## config.mk

```make
export PLATFORM = sky130hd
export DESIGN_NAME = fsm_table_seq
export DESIGN_NICKNAME = d
export VERILOG_FILES = /design/src/rtl/fsm_table_seq.sv
export SDC_FILE = /design/constraint.sdc
export NUM_CORES = 1
export LEC_CHECK = 0
export ABC_AREA = 0
export CORE_MARGIN = 2
export CORE_UTILIZATION = 50
export DETAILED_ROUTE_END_ITERATION = 12
export MAX_ROUTING_LAYER = met4
export PLACE_DENSITY = 0.69
export SLEW_MARGIN = 20
export SYNTH_ARGS = -nofsm -noshare
export SYNTH_HDL_FRONTEND = slang
export SYNTH_SLANG_ARGS = --single-unit
```

## constraint.sdc

```tcl
create_clock -name clk -period 4 [get_ports clk]
set_clock_uncertainty 0.05 [all_clocks]
set_input_delay 1.2 -clock clk [delete_from_list [all_inputs] [get_ports clk]]
set_output_delay 1.2 -clock clk [all_outputs]
set_load 0.01 [all_outputs]
```

## src/rtl/fsm_table_seq.sv

```systemverilog
`default_nettype none
// ============================================================================
// Module   : fsm_table_seq
// Purpose  : Table-driven Mealy automaton with a writable transition/output
//            table, run/hold control and an illegal-state trap. Each table
//            entry at {state, x} holds {next_state, t}.
// Options  : FSM_TABLE_SEQ_OUT_REG_EN - when defined, t is registered and
//            aligned with the new state; otherwise t is combinational.
// Revision : 1.0 - initial release
// ============================================================================
module fsm_table_seq #(
  parameter int NS = 9,   // number of legal states, 2..2^SW
  parameter int SW = 4,   // state register width
  parameter int XW = 2,   // condition input width
  parameter int TW = 5    // action output width
) (
  input  logic             clk,
  input  logic             res,       // asynchronous, active-low
  input  logic             run,
  input  logic [XW-1:0]    x,
  output logic [TW-1:0]    t,
  output logic [SW-1:0]    st,
  input  logic             cfg_we,
  input  logic [SW+XW-1:0] cfg_addr,
  input  logic [SW+TW-1:0] cfg_data,
  output logic             cfg_err,
  output logic             bad
);

  localparam int AW    = SW + XW;
  localparam int EW    = SW + TW;
  localparam int DEPTH = NS * (2 ** XW);

  // One extra bit so that NS == 2^SW and DEPTH == 2^AW remain representable.
  localparam logic [SW:0] NS_W    = (SW + 1)'(NS);
  localparam logic [AW:0] DEPTH_W = (AW + 1)'(DEPTH);

  // Transition/output table, one register per {state, x} pair.
  logic [EW-1:0] tbl [DEPTH];

  logic [AW-1:0] rd_idx;
  logic [EW-1:0] entry;
  logic [SW-1:0] e_next;
  logic [TW-1:0] e_t;
  logic [SW-1:0] cfg_state;
  logic          trap;
  logic          wr_ok;

  assign rd_idx    = {st, x};
  assign e_next    = entry[EW-1:TW];
  assign e_t       = entry[TW-1:0];
  assign cfg_state = cfg_addr[AW-1:XW];

  // A step whose target lies outside the legal state range is trapped.
  assign trap  = run && ({1'b0, e_next} >= NS_W);

  // Writes are only taken while holding and only into legal-state rows.
  assign wr_ok = cfg_we && !run && ({1'b0, cfg_state} < NS_W);

  // Combinational lookup of the entry for the current state and inputs.
  always_comb begin
    entry = '0;
    if ({1'b0, rd_idx} < DEPTH_W) begin
      entry = tbl[rd_idx];
    end
  end

  // Table storage: cleared by reset, updated by accepted configuration writes.
  always_ff @(posedge clk or negedge res) begin
    if (!res) begin
      for (int i = 0; i < DEPTH; i++) begin
        tbl[i] <= '0;
      end
    end else if (wr_ok) begin
      tbl[cfg_addr] <= cfg_data;
    end
  end

  // State register plus the one-cycle trap and write-reject pulses.
  always_ff @(posedge clk or negedge res) begin
    if (!res) begin
      st      <= '0;
      bad     <= 1'b0;
      cfg_err <= 1'b0;
    end else begin
      bad     <= trap;
      cfg_err <= cfg_we && !wr_ok;
      if (run) begin
        st <= trap ? '0 : e_next;
      end
    end
  end

`ifdef FSM_TABLE_SEQ_OUT_REG_EN
  // Registered action output, aligned with the state it leads into.
  always_ff @(posedge clk or negedge res) begin
    if (!res) begin
      t <= '0;
    end else begin
      t <= run ? e_t : '0;
    end
  end
`else
  // Mealy action output straight from the lookup; forced to zero on hold.
  always_comb begin
    t = run ? e_t : '0;
  end
`endif

endmodule
`default_nettype wire

```

======== Word level (Yosys, flattened, before mapping) ========
Index checks and enable logic that the tools add are counted.
operators by class
  divide/modulo/power cells ............... 0
  muxes and demuxes ....................... 9
  add/subtract/negate cells ............... 0
  equal/unequal tests ..................... 0
  bitwise gates (word level) .............. 2
  reduce and logical (&&, ||, !) cells .... 7
  magnitude comparators ................... 6
  shifts and indexed selects .............. 0
  $mul .................................... 0
operator list
  cell                                                                           number
  324-bit bitwise mux                                                            1
  9-bit binary-select mux with 6-bit select                                      1
  9-bit demux with 6-bit select                                                  1
  9-bit two-way mux                                                              4
  7-bit >= comparator (second input constant)                                    2
  6-bit inverter with 7-bit output                                               2
  7-bit by 1-bit less-than comparator with 1-bit output (second input constant)  1
  6-bit less-than comparator (second input constant)                             1
  1-bit logical AND                                                              5
  5-bit two-way mux                                                              1
  4-bit >= comparator (second input constant)                                    1
  4-bit less-than comparator (second input constant)                             1
  4-bit two-way mux                                                              1
  1-bit logical NOT                                                              2
word-level totals
  latch bits .............................. 0
  memory bits (read-only) ................. 0
  memories kept ........................... 0
  RAM bits ................................ 0
  input port bits ......................... 21
  flip-flop bits (word level) ............. 330
  word-level logic and storage cells ...... 63

======== Longest topological paths before layout ========
Gate-level depths: netlist (run 1).
  word-level depth ........................ 8
  depth in mapped cells ................... 9
  depth with buffers taken out ............ 6

======== Worst setup path after synthesis (run 1) ========
No wires, ideal clock.
  kind .................................... input -> output
  start ................................... input port x[0]
  end ..................................... output port t[0]
  arrival time ............................ 2.993 ns
  setup slack ............................. -0.243 ns
  buffers on the path ..................... 3
  data required time ...................... 2.750 ns
  stages .................................. 7
  path through ............................ buf_6 buf_2 buf_2 mux4_2 mux4_2 nand2_1 a311oi_1
on the way
  longest elaborated chain between the ends .. 6
  elaborated cells between the ends (all ways) .. 7
RTL lines
  item                                                    RTL line  source
  start: declaration                                      20        input logic [XW-1:0] x,
  6-bit inverter with 7-bit output (implied by the code)  64        entry = tbl[rd_idx];
  9-bit binary-select mux with 6-bit select               64
  9-bit two-way mux (implied by the code) (2 in series)   64
  9-bit two-way mux *                                     63        if ({1'b0, rd_idx} < DEPTH_W) begin
  5-bit two-way mux *                                     106       t = run ? e_t : '0;
  end: declaration                                        21        output logic [TW-1:0] t,
Mark *: on every way between the ends. The rest lies on a longest branch, timed or not. The select of a mux whose other input is x is not followed.

======== Worst setup path after layout (run 1) ========
  start ................................... input port x[0]
  end ..................................... output port t[1]
The elaborated chain is that of the path after synthesis.

==> summary.md, run 1 <==
| Metric | Value |
|---|---|
| Status | finished, violations left |
| Violated checks | setup timing |
| Die Y | 178.4 um |
| Final Worst Setup Slack | -0.1752 ns |
| Flop pwr share | 45.1% |
| CP max-delay cell | mux4_2 |
| Synth warn | 0 |
| Hold Vio Cnt, Final | 0 |
| Via total after detailed routing | 9017 |
| CP Launch Type | input port |
| Yosys reg bits | 330 |
| Routed WL | 37.90 mm |
| Layout Nets | 1096 |
| Area grow syn2layout | 16.72% |
| Initial Util | 51.04% |
| Largest net degree at the start of global routing | 90 |
| Fin area | 17750 um2 |
| P_leak | 8.462 nW |
| Antenna Cells | 0 |
| Unrepaired setup endpoints after global routing | yes |
| Depth of the most critical reg-to-reg path | 7 |
| CP most frequent cell | mux4_2 |
| Worst endpoint required time | 2.75 ns |
| GP Congestion | 0.8881 |
| Maximum VDD drop | 317.1 uV |
| Clock Sinks | 330 |
| R2R Setup Slk | 0.98 ns |
| Hold-critical path endpoint | tbl[242] |
| Hold_buf cts | 0 |
| DR WL/cell | 25.49 um |
| Worst-Margin Slew | 0.6819 ns |
| Gr usage total | 25.93% |
| Area share of the largest cell type after synthesis | 54.30% |
| CTS tree | built |
| Dpl hpwl | 24.39 mm |
| Vias/cell | 6.064 |
| Worst Path Max Fanout | 8 |
| Fill count | 2286 |
| FMAX | 239.5 MHz |
| Synth Flop Type | dfrtp_1 |
| Total grt overflow | 0 |
| Final Slew Violations | 0 |
| Sequential element share of the synthesized area | 54.30% |
| Cell variety after synth | 47 |
| Drt pass-1 iters | 4 |
| Post-synthesis cell area | 15210 um2 |
| Power share of the clock group | 39.4% |
| P_int | 6.232 mW |
| Max Cap Viol | 0 |
| Synth cell count leaders | mux2_2, dfrtp_1, mux4_2 |
| Gate Count Post-Synth | 986 |
| H-tree Lvls | 2 |
| Worst path top cell family by delay | multiplexers |
| Clock root cell | clkbuf_16 |
| First-pass GRT wire length | 59.13 mm |
| Syn Nets | 1007 |
| Reg2Reg Capture Point | st[3] |
| Switch share | 25.47% |
| I/O Pins | 32 |
| Top-count cell post-synth | mux2_2 |
| Routed Antenna Nets | 0 |
| Critical path's largest stage delay | 0.54 ns |
| Die Wd | 178.4 um |
| Post-synth top area cell | dfrtp_1 |
| Die ar. | 31830 um2 |
| Number of enable flip-flop cells after synthesis | 0 |
| Layout cells sized above 1 | 51.60% |
| Critical Path AT | 2.93 ns |
| Tcrit/Tclk final | 104.4% |
| Syn avg cell area | 15.42 um2 |
| CTS buffer count | 36 |
| Initial drt markers | 636 |
| DP Area | 16400 um2 |
| Asr flop ratio synth | 100.0% |
| WS Path Type | input port to output pin |
| Comb pwr share | 15.5% |
| Tmin final | 4.175 ns |
| Fin util | 59.57% |
| Clock slew at reported path FFs | 0.05 ns |
| Hold path startpoint | tbl[242] |
| Place WS | -0.7395 ns |
| Final setup viols | 5 |
| Sw power | 2.129 mW |
| Synth top area cells | dfrtp_1, mux2_2, mux4_2 |
| Clk buf depth | 3 |
| # rows | 63 |
| Rel. slew slack | 54.43% |
| Critical Path, Cell by Cell | buf_16 > buf_12 > mux4_2 > mux4_2 > nand2_2 > a311oi_4 > buf_2 |
| Worst hold path class | flip-flop to flip-flop |
| DRC viols | 0 |
| Initial antenna violation count | 0 |
| Worst path bufs/invs | 3 |
| Core area | 29800 um2 |
| Worst skew pair latency | 0.52 ns |
| Power Dens Cells | 471.0 nW/um2 |
| Setup crit end kind | output pin |
| Worst hold stages | 1 |
| Critical R2R Launch | st[0] |
| Port bufs | 31 |
| Vias in the first global route | 9550 |
cell families after synthesis:
family	share of synthesized area (%)
simple gates	3.793
mux	38.18
compound gates	1.596
buf+inv	2.131
flops	54.30
area by class of cell:
type                       instances  area [um2]  share of cell area, %
inverter                           4       15.01                0.08458
clock buffer                      53        1077                  6.069
sequential                       330        8258                  46.52
clock inverter                     7       96.34                 0.5427
timing repair buffer             115        1107                  6.238
tap                              390       488.0                  2.749
multi-input combinational        588        6709                  37.80
stage by stage:
stage,TNS (ns),power (mW),cells,hold slack (ns)
2_1_floorplan,0,4.556,986,0.4204
3_3_place_gp,-3.491,5.053,1421,0.4294
3_5_place_dp,-3.539,5.075,1421,0.4364
4_1_cts,-0.7398,8.420,1487,0.4494
5_1_grt,-0.9214,8.699,1487,0.4611
6_report,-0.7136,8.361,1487,0.4450
worst max path at each step:
stage,startpoint,to,depth (start not counted)
detailed placement,x[0],t[1],7
global route,x[0],t[1],7
floorplan,x[1],t[4],8
global placement,x[0],t[1],7
finish,x[0],t[1],7
CTS,x[0],t[1],7
routing by layer:
metal	vias up	GRT usage [%]	part of all wire (%)
met3	73	6.074	6.7
met1	4819	35.67	45
met4	0	8.062	2.8
met5	-	-	0
met2	251	38.59	46
li1	3874	-	-
state kept, by name, summed over array words and instances, names as in the netlist:
register and flops:
bad 1, cfg_err 1, st 4, tbl 324
cells in the final DEF, fill, tap and decap left out, types with 3 or more instances in the layout:
cell type        count
a221oi_1             3
a222oi_1             3
a22oi_1              3
a311oi_4             3
a31oi_1              3
and3_1               3
and3b_1              3
buf_12               9
buf_16               3
buf_2                5
buf_4               71
buf_8                3
clkbuf_1             8
clkbuf_16           38
clkbuf_8             7
clkdlybuf4s50_1     23
clkinv_2             4
dfrtp_1            330
inv_1                3
mux2_2             339
mux2_4               3
mux2i_1             18
mux4_1              11
mux4_2              65
nand2_1             33
nand2_2              7
nand3_1              9
nand3b_1             4
nor2_1              34
nor2b_1              4
nor3_1               4
nor3b_1              6
o2111ai_1            3
o211ai_1             3
o21ai_0              4
power groups by stage:
| stage | combinational (mW) | clock, mW | sequential [mW] |
|---|---|---|---|
| floorplan | 0.790 | 0 | 3.77 |
| global placement | 1.23 | 0 | 3.82 |
| detailed placement | 1.25 | 0 | 3.82 |
| CTS | 1.29 | 3.36 | 3.77 |
| global route | 1.40 | 3.50 | 3.80 |
| finish | 1.29 | 3.29 | 3.77 |
timing repair:
item / CTS / global route
gates cloned: 2 / 0
endpoints found under the setup margin: 5 / 5
pin swaps: 6 / 1
gates resized for setup: 45 / 3
setup buffers: 4 / 0
No activity file was read; power rests on OpenSTA's default activity.
==> run 2: changes to the inputs <==
--- a/config.mk
+++ b/config.mk
@@ -9,6 +9,7 @@
 export CORE_MARGIN = 2
 export CORE_UTILIZATION = 50
 export DETAILED_ROUTE_END_ITERATION = 12
+export GPL_TIMING_DRIVEN = 0
 export MAX_ROUTING_LAYER = met4
 export PLACE_DENSITY = 0.69
 export SLEW_MARGIN = 20
==> run 2 against run 1 <==
Against the previous run:
- the run still ends with setup timing left
- critical path type unchanged
- via count increased by 0.67%
- cell count decreased by 0.34%
- flip-flop and latch count stayed put
- setup slack worse by 0.19 ns
- die area unchanged
- highest routed layer unchanged
- maximum frequency shrank 4.5%
- global-route usage grew 0.087 points
- hold slack improved by 0.00058 ns
- cell area shrank 0.39%
- sequential share of layout area up 0.18 points
==> summary.md, run 2 (synthesis gave the netlist of run 1 again) <==
| Metric | Value |
|---|---|
| Status | finished, violations left |
| Violated checks | setup timing |
| Depth of the most critical reg-to-reg path | 7 |
| CTS buffer count | 36 |
| Hold_buf cts | 0 |
| Final setup viols | 5 |
| DRC viols | 0 |
| Routed WL | 38.68 mm |
| Via total after detailed routing | 9077 |
| Clock root cell | clkbuf_16 |
| Reg2Reg Capture Point | st[3] |
| Top sig layer | met4 |
| GP Congestion | 0.9013 |
| Die Wd | 178.4 um |
| Initial drt markers | 583 |
| Final Worst Setup Slack | -0.3701 ns |
| Final Slew Violations | 0 |
| Setup crit end kind | output pin |
| Rel. slew slack | 23.23% |
| Die Y | 178.4 um |
| Dpl hpwl | 25.91 mm |
| Hold Vio Cnt, Final | 0 |
| Clock slew at reported path FFs | 0.05 ns |
| Vias in the first global route | 9301 |
| Antenna Cells | 0 |
| Hold path startpoint | tbl[96] |
| DR WL/cell | 26.10 um |
| Routed Antenna Nets | 0 |
| Routed wl met2 | 18.95 mm |
| Worst skew pair latency | 0.51 ns |
| R2R Setup Slk | 1.27 ns |
| Unrepaired setup endpoints after global routing | yes |
| Maximum VDD drop | 353.7 uV |
| Met3 wire length | 2.588 mm |
| Total grt overflow | 0 |
| # rows | 63 |
| Most flops, register | tbl |
| Setup TNS | -1.757 ns |
| Port bufs | 29 |
| Worst endpoint required time | 2.75 ns |
| Area grow syn2layout | 16.27% |
| DP Area | 16280 um2 |
| Dpl cells | 1412 |
| Vias/cell | 6.125 |
| Met1 Wirelength | 16.02 mm |
| Most frequent cells in the layout | mux2_2, dfrtp_1, mux4_2 |
| Core area | 29800 um2 |
| Worst hold path class | flip-flop to flip-flop |
| Layout Nets | 1089 |
| Power Dens Cells | 469.3 nW/um2 |
| Largest net degree at the start of global routing | 98 |
| Fin cells | 1482 |
| Clock Sinks | 330 |
| Max Cap Viol | 0 |
| CP Launch Type | input port |
| Tmin final | 4.370 ns |
| First-pass GRT wire length | 58.33 mm |
| Tcrit/Tclk final | 109.3% |
| H-tree Lvls | 2 |
| FMAX | 228.8 MHz |
| Initial Util | 51.04% |
| Fin area | 17680 um2 |
| Die ar. | 31830 um2 |
| P_leak | 8.344 nW |
| Fill count | 2309 |
| Clk buf depth | 3 |
| Critical Path AT | 3.12 ns |
| Worst Path Max Fanout | 10 |
| Gr usage total | 26.01% |
| Layout cells sized above 1 | 48.63% |
| Commonest non-fill, non-tap cell in the layout | mux2_2 |
| I/O Pins | 32 |
| CTS tree | built |
| WS Path Type | input port to output pin |
| Drt pass-1 iters | 5 |
| Critical R2R Launch | st[2] |
| Worst hold stages | 1 |
| Initial antenna violation count | 0 |
| Hold-critical path endpoint | tbl[96] |
| Worst-Margin Slew | 1.147 ns |
| Largest register FFs | 324 |
| Largest registers | tbl: 324 flops, st: 4 flops |
## run 2: area by class of cell
cell class | count | area [um2] | area share [%]
Sequential cell | 330 | 8258 | 46.70
Multi-Input combinational cell | 588 | 6684 | 37.80
Clock buffer | 52 | 1082 | 6.121
Timing Repair Buffer | 48 | 583.1 | 3.297
Tap cell | 390 | 488.0 | 2.760
Buffer | 60 | 471.7 | 2.668
Clock inverter | 10 | 100.1 | 0.5661
Inverter | 4 | 15.01 | 0.08491
## run 2: repair_timing
action	CTS	global route
setup endpoints to repair	5	5
gates cloned	2	2
resized for setup	46	3
pin swaps	3	0
buffers inserted	6	2
## run 2: how the worst max path moves through the flow
stage / cells after the start / slack (ns) / start / end
final: 8 / -0.37 / x[0] / t[4]
after global routing: 8 / -0.41 / x[0] / t[0]
after global placement: 1 / -12.66 / res / tbl[57]
after floorplan: 8 / 0.002 / x[1] / t[4]
after CTS: 8 / -0.38 / x[0] / t[0]
after detailed placement: 9 / -1.05 / x[1] / t[0]
## run 2: report_power, final
part / leakage, nW / switching [mW] / internal (mW)
registers: 4.49 / 0.156 / 3.61
clock network: 0.593 / 1.31 / 2.00
logic: 3.26 / 0.626 / 0.597
total: 8.34 / 2.09 / 6.21
## run 2: metrics by stage
step	utilization, %	power, mW	hold slack, ns	setup slack, ns
6_report	59.34	8.298	0.4455	-0.3701
4_1_cts	59.13	8.340	0.4471	-0.3757
3_3_place_gp	54.06	4.974	0.4292	-12.66
5_1_grt	59.34	8.615	0.4544	-0.4065
3_5_place_dp	54.65	5.013	0.4349	-1.054
2_1_floorplan	-	4.556	0.4204	0.002168
## run 2: layer usage
metal | vias to the layer above | track usage (%)
li1 | 3879 | -
met1 | 4825 | 33.91
met2 | 312 | 41.39
met3 | 61 | 5.158
met4 | 0 | 8.232
met5 | - | -
## run 2: critical path, stage by stage
cell      delay (ns)
buf_12          0.11
buf_16          0.15
buf_12          0.16
mux4_2          0.56
mux4_2          0.47
nand2_1         0.09
a311oi_2        0.15
buf_2           0.21
==> run 3: changes to the inputs <==
--- a/config.mk
+++ b/config.mk
@@ -7,12 +7,10 @@
 export LEC_CHECK = 0
 export ABC_AREA = 0
 export CORE_MARGIN = 2
-export CORE_UTILIZATION = 50
+export CORE_UTILIZATION = 25
 export DETAILED_ROUTE_END_ITERATION = 12
 export GPL_TIMING_DRIVEN = 0
 export MAX_ROUTING_LAYER = met4
-export PLACE_DENSITY = 0.69
-export SLEW_MARGIN = 20
 export SYNTH_ARGS = -nofsm -noshare
 export SYNTH_HDL_FRONTEND = slang
 export SYNTH_SLANG_ARGS = --single-unit
==> run 3 against run 2 <==
Against the previous run:
- global-route usage shrank 12 points
- highest routed layer unchanged
- the flow still finishes with violations (setup timing)
- clock power grew 2%
- core utilization shrank 29 points
- largest cell class unchanged
==> summary.md, run 3 (synthesis gave the netlist of run 1 again) <==
| Metric | Value |
|---|---|
| Hold Vio Cnt, Final | 0 |
| DRC viols | 0 |
| GP Congestion | 0.8580 |
| Place WS | -1.217 ns |
| # rows | 90 |
| Worst path bufs/invs | 4 |
| Critical Path, Cell by Cell | buf_12 > buf_16 > buf_12 > mux4_2 > mux4_2 > nand2_1 > a311oi_2 > buf_2 |
| Power share of the clock group | 40.1% |
| Clock slew at reported path FFs | 0.05 ns |
| Switch share | 26.13% |
| Most flops, register | tbl |
| DR WL/cell | 22.47 um |
| Tmin final | 4.450 ns |
| Final setup viols | 5 |
| H-tree Lvls | 2 |
| Total grt overflow | 0 |
| Hold Worst Slack | 0.4462 ns |
| Die ar. | 62820 um2 |
| Unrepaired setup endpoints after global routing | yes |
| R2R Setup Slk | 1.30 ns |
| P_int | 6.198 mW |
| Initial drt markers | 695 |
| Worst Path Max Fanout | 10 |
| Clk buf depth | 3 |
| Layout cells sized above 1 | 48.08% |
| Critical R2R Launch | st[0] |
| Gr usage total | 13.94% |
| Area of the multi-input gates | 6704 um2 |
| Layout Nets | 1086 |
| Port bufs | 29 |
| Clock root cell | clkbuf_16 |
| Setup crit end kind | output pin |
| Largest registers | tbl: 324 flops, st: 4 flops |
| Max Cap Viol | 0 |
| Drt pass-1 iters | 5 |
| Flop pwr share | 44.9% |
| Dpl cells | 1799 |
| CP Launch Type | input port |
| Fin cells | 1875 |
| Worst-Margin Slew | 1.356 ns |
| Depth of the most critical reg-to-reg path | 7 |
| Crit. Startpoint | x[0] |
| Maximum VDD drop | 257.2 uV |
| Fill count | 5870 |
| Commonest non-fill, non-tap cell in the layout | mux2_2 |
| CTS buffer count | 37 |
| Reg2Reg Capture Point | bad |
| Hold_buf cts | 0 |
| Die Wd | 250.6 um |
| Via total after detailed routing | 9051 |
| CP max-delay cell | mux4_2 |
| Critical Path AT | 3.20 ns |
| P_leak | 8.313 nW |
| FMAX | 224.7 MHz |
| Dpl hpwl | 27.62 mm |
| First-pass GRT wire length | 62.98 mm |
| I/O Pins | 32 |
| Die Y | 250.6 um |
| Levels on crit path | 8 |
| Vias/cell | 4.827 |
| WS Path Type | input port to output pin |
| Most frequent cells in the layout | mux2_2, dfrtp_1, mux4_2 |
| Area grow syn2layout | 19.17% |
| Initial Util | 25.24% |
| Sw power | 2.192 mW |
| Initial antenna violation count | 1 |
| Rel. slew slack | 9.280% |
| Routed WL | 42.14 mm |
| Largest net degree at the start of global routing | 122 |
| Power Dens Cells | 462.9 nW/um2 |
| Vias in the first global route | 9567 |
| Violated checks | setup timing |
| Status | finished, violations left |
| Worst hold path class | flip-flop to flip-flop |
| CTS tree | built |
| Setup crit end | t[3] |
| Largest register FFs | 324 |
| Final Power | 8.389 mW |
| Final Worst Setup Slack | -0.4502 ns |
| Final Slew Violations | 0 |
| Clock Sinks | 330 |
| Worst endpoint required time | 2.75 ns |
| Routed Antenna Nets | 0 |
| Worst path top cell family by delay | multiplexers |
| Core area | 60250 um2 |
| Comb pwr share | 15.0% |
| Tcrit/Tclk final | 111.3% |
| FF/Latch Area | 8258 um2 |
| Worst skew pair latency | 0.54 ns |
| Critical path's largest stage delay | 0.56 ns |
## run 3: cell count changes in the layout (fill, tap and decap cells not counted), sizes merged
cell    previous run  this run
clkinv             9         8
inv                3         5
buf               42        40
clkbuf            95        98
diode              0         1
bufinv             2         0
## run 3: metal layers
metal	share of wire (%)	vias up	GRT usage, %	wire [um]
met3	5.9	61	3.305	2474
met5	0	-	-	0
met1	44	4928	17.79	18500
met2	48	209	22.03	20210
met4	2.2	0	4.123	947
li1	-	3853	-	-
## run 3: worst min path at each step
stage	start	endpoint	slack, ns	cells past startpoint
floorplan	tbl[310]	tbl[310]	0.42	1
global placement	tbl[301]	tbl[301]	0.43	1
detailed placement	tbl[60]	tbl[60]	0.44	1
CTS	tbl[60]	tbl[60]	0.45	1
global route	tbl[60]	tbl[60]	0.46	1
finish	tbl[46]	tbl[46]	0.45	1
## run 3: cell type report
class / instances / area share [%]
Buffer: 61 / 2.699
Timing Repair Buffer: 43 / 2.582
Tap cell: 782 / 5.399
Sequential cell: 330 / 45.56
Clock inverter: 9 / 0.3038
Multi-Input combinational cell: 588 / 36.99
Clock buffer: 57 / 6.365
Antenna cell: 1 / 0.01381
Inverter: 4 / 0.08284
## run 3: repair_timing
| item | 4_1_cts | 5_1_grt |
|---|---|---|
| endpoints found under the setup margin | 5 | 5 |
| pin swaps | 1 | 0 |
| setup buffers | 9 | 1 |
| resized for setup | 51 | 3 |
| hold endpoints to repair | 0 | 0 |
| gates cloned | 2 | 0 |
## run 3: power by group through the flow
| stage | Sequential, mW | Combinational (mW) | Clock [mW] |
|---|---|---|---|
| 2_1_floorplan | 3.77 | 0.790 | 0 |
| 3_3_place_gp | 3.81 | 1.19 | 0 |
| 3_5_place_dp | 3.81 | 1.22 | 0 |
| 4_1_cts | 3.76 | 1.25 | 3.43 |
| 5_1_grt | 3.80 | 1.34 | 3.59 |
| 6_report | 3.77 | 1.25 | 3.37 |
## run 3: worst register-to-register path: stages (launching register included)
cell,delay (ns)
dfrtp_1,0.54
clkbuf_1,0.53
nor2_1,0.15
a22oi_1,0.21
a31oi_1,0.17
a2111oi_1,0.62
nor3_1,0.11
nor2_1,0.22
## run 3: through the flow
stage	utilization [%]	setup TNS (ns)	area [um2]
final	30.08	-2.170	18120
after CTS	30.06	-2.150	18110
after floorplan	-	0	15330
after global routing	30.08	-2.394	18120
after global placement	27.55	-4014.04	16600
after detailed placement	27.67	-9.745	16670
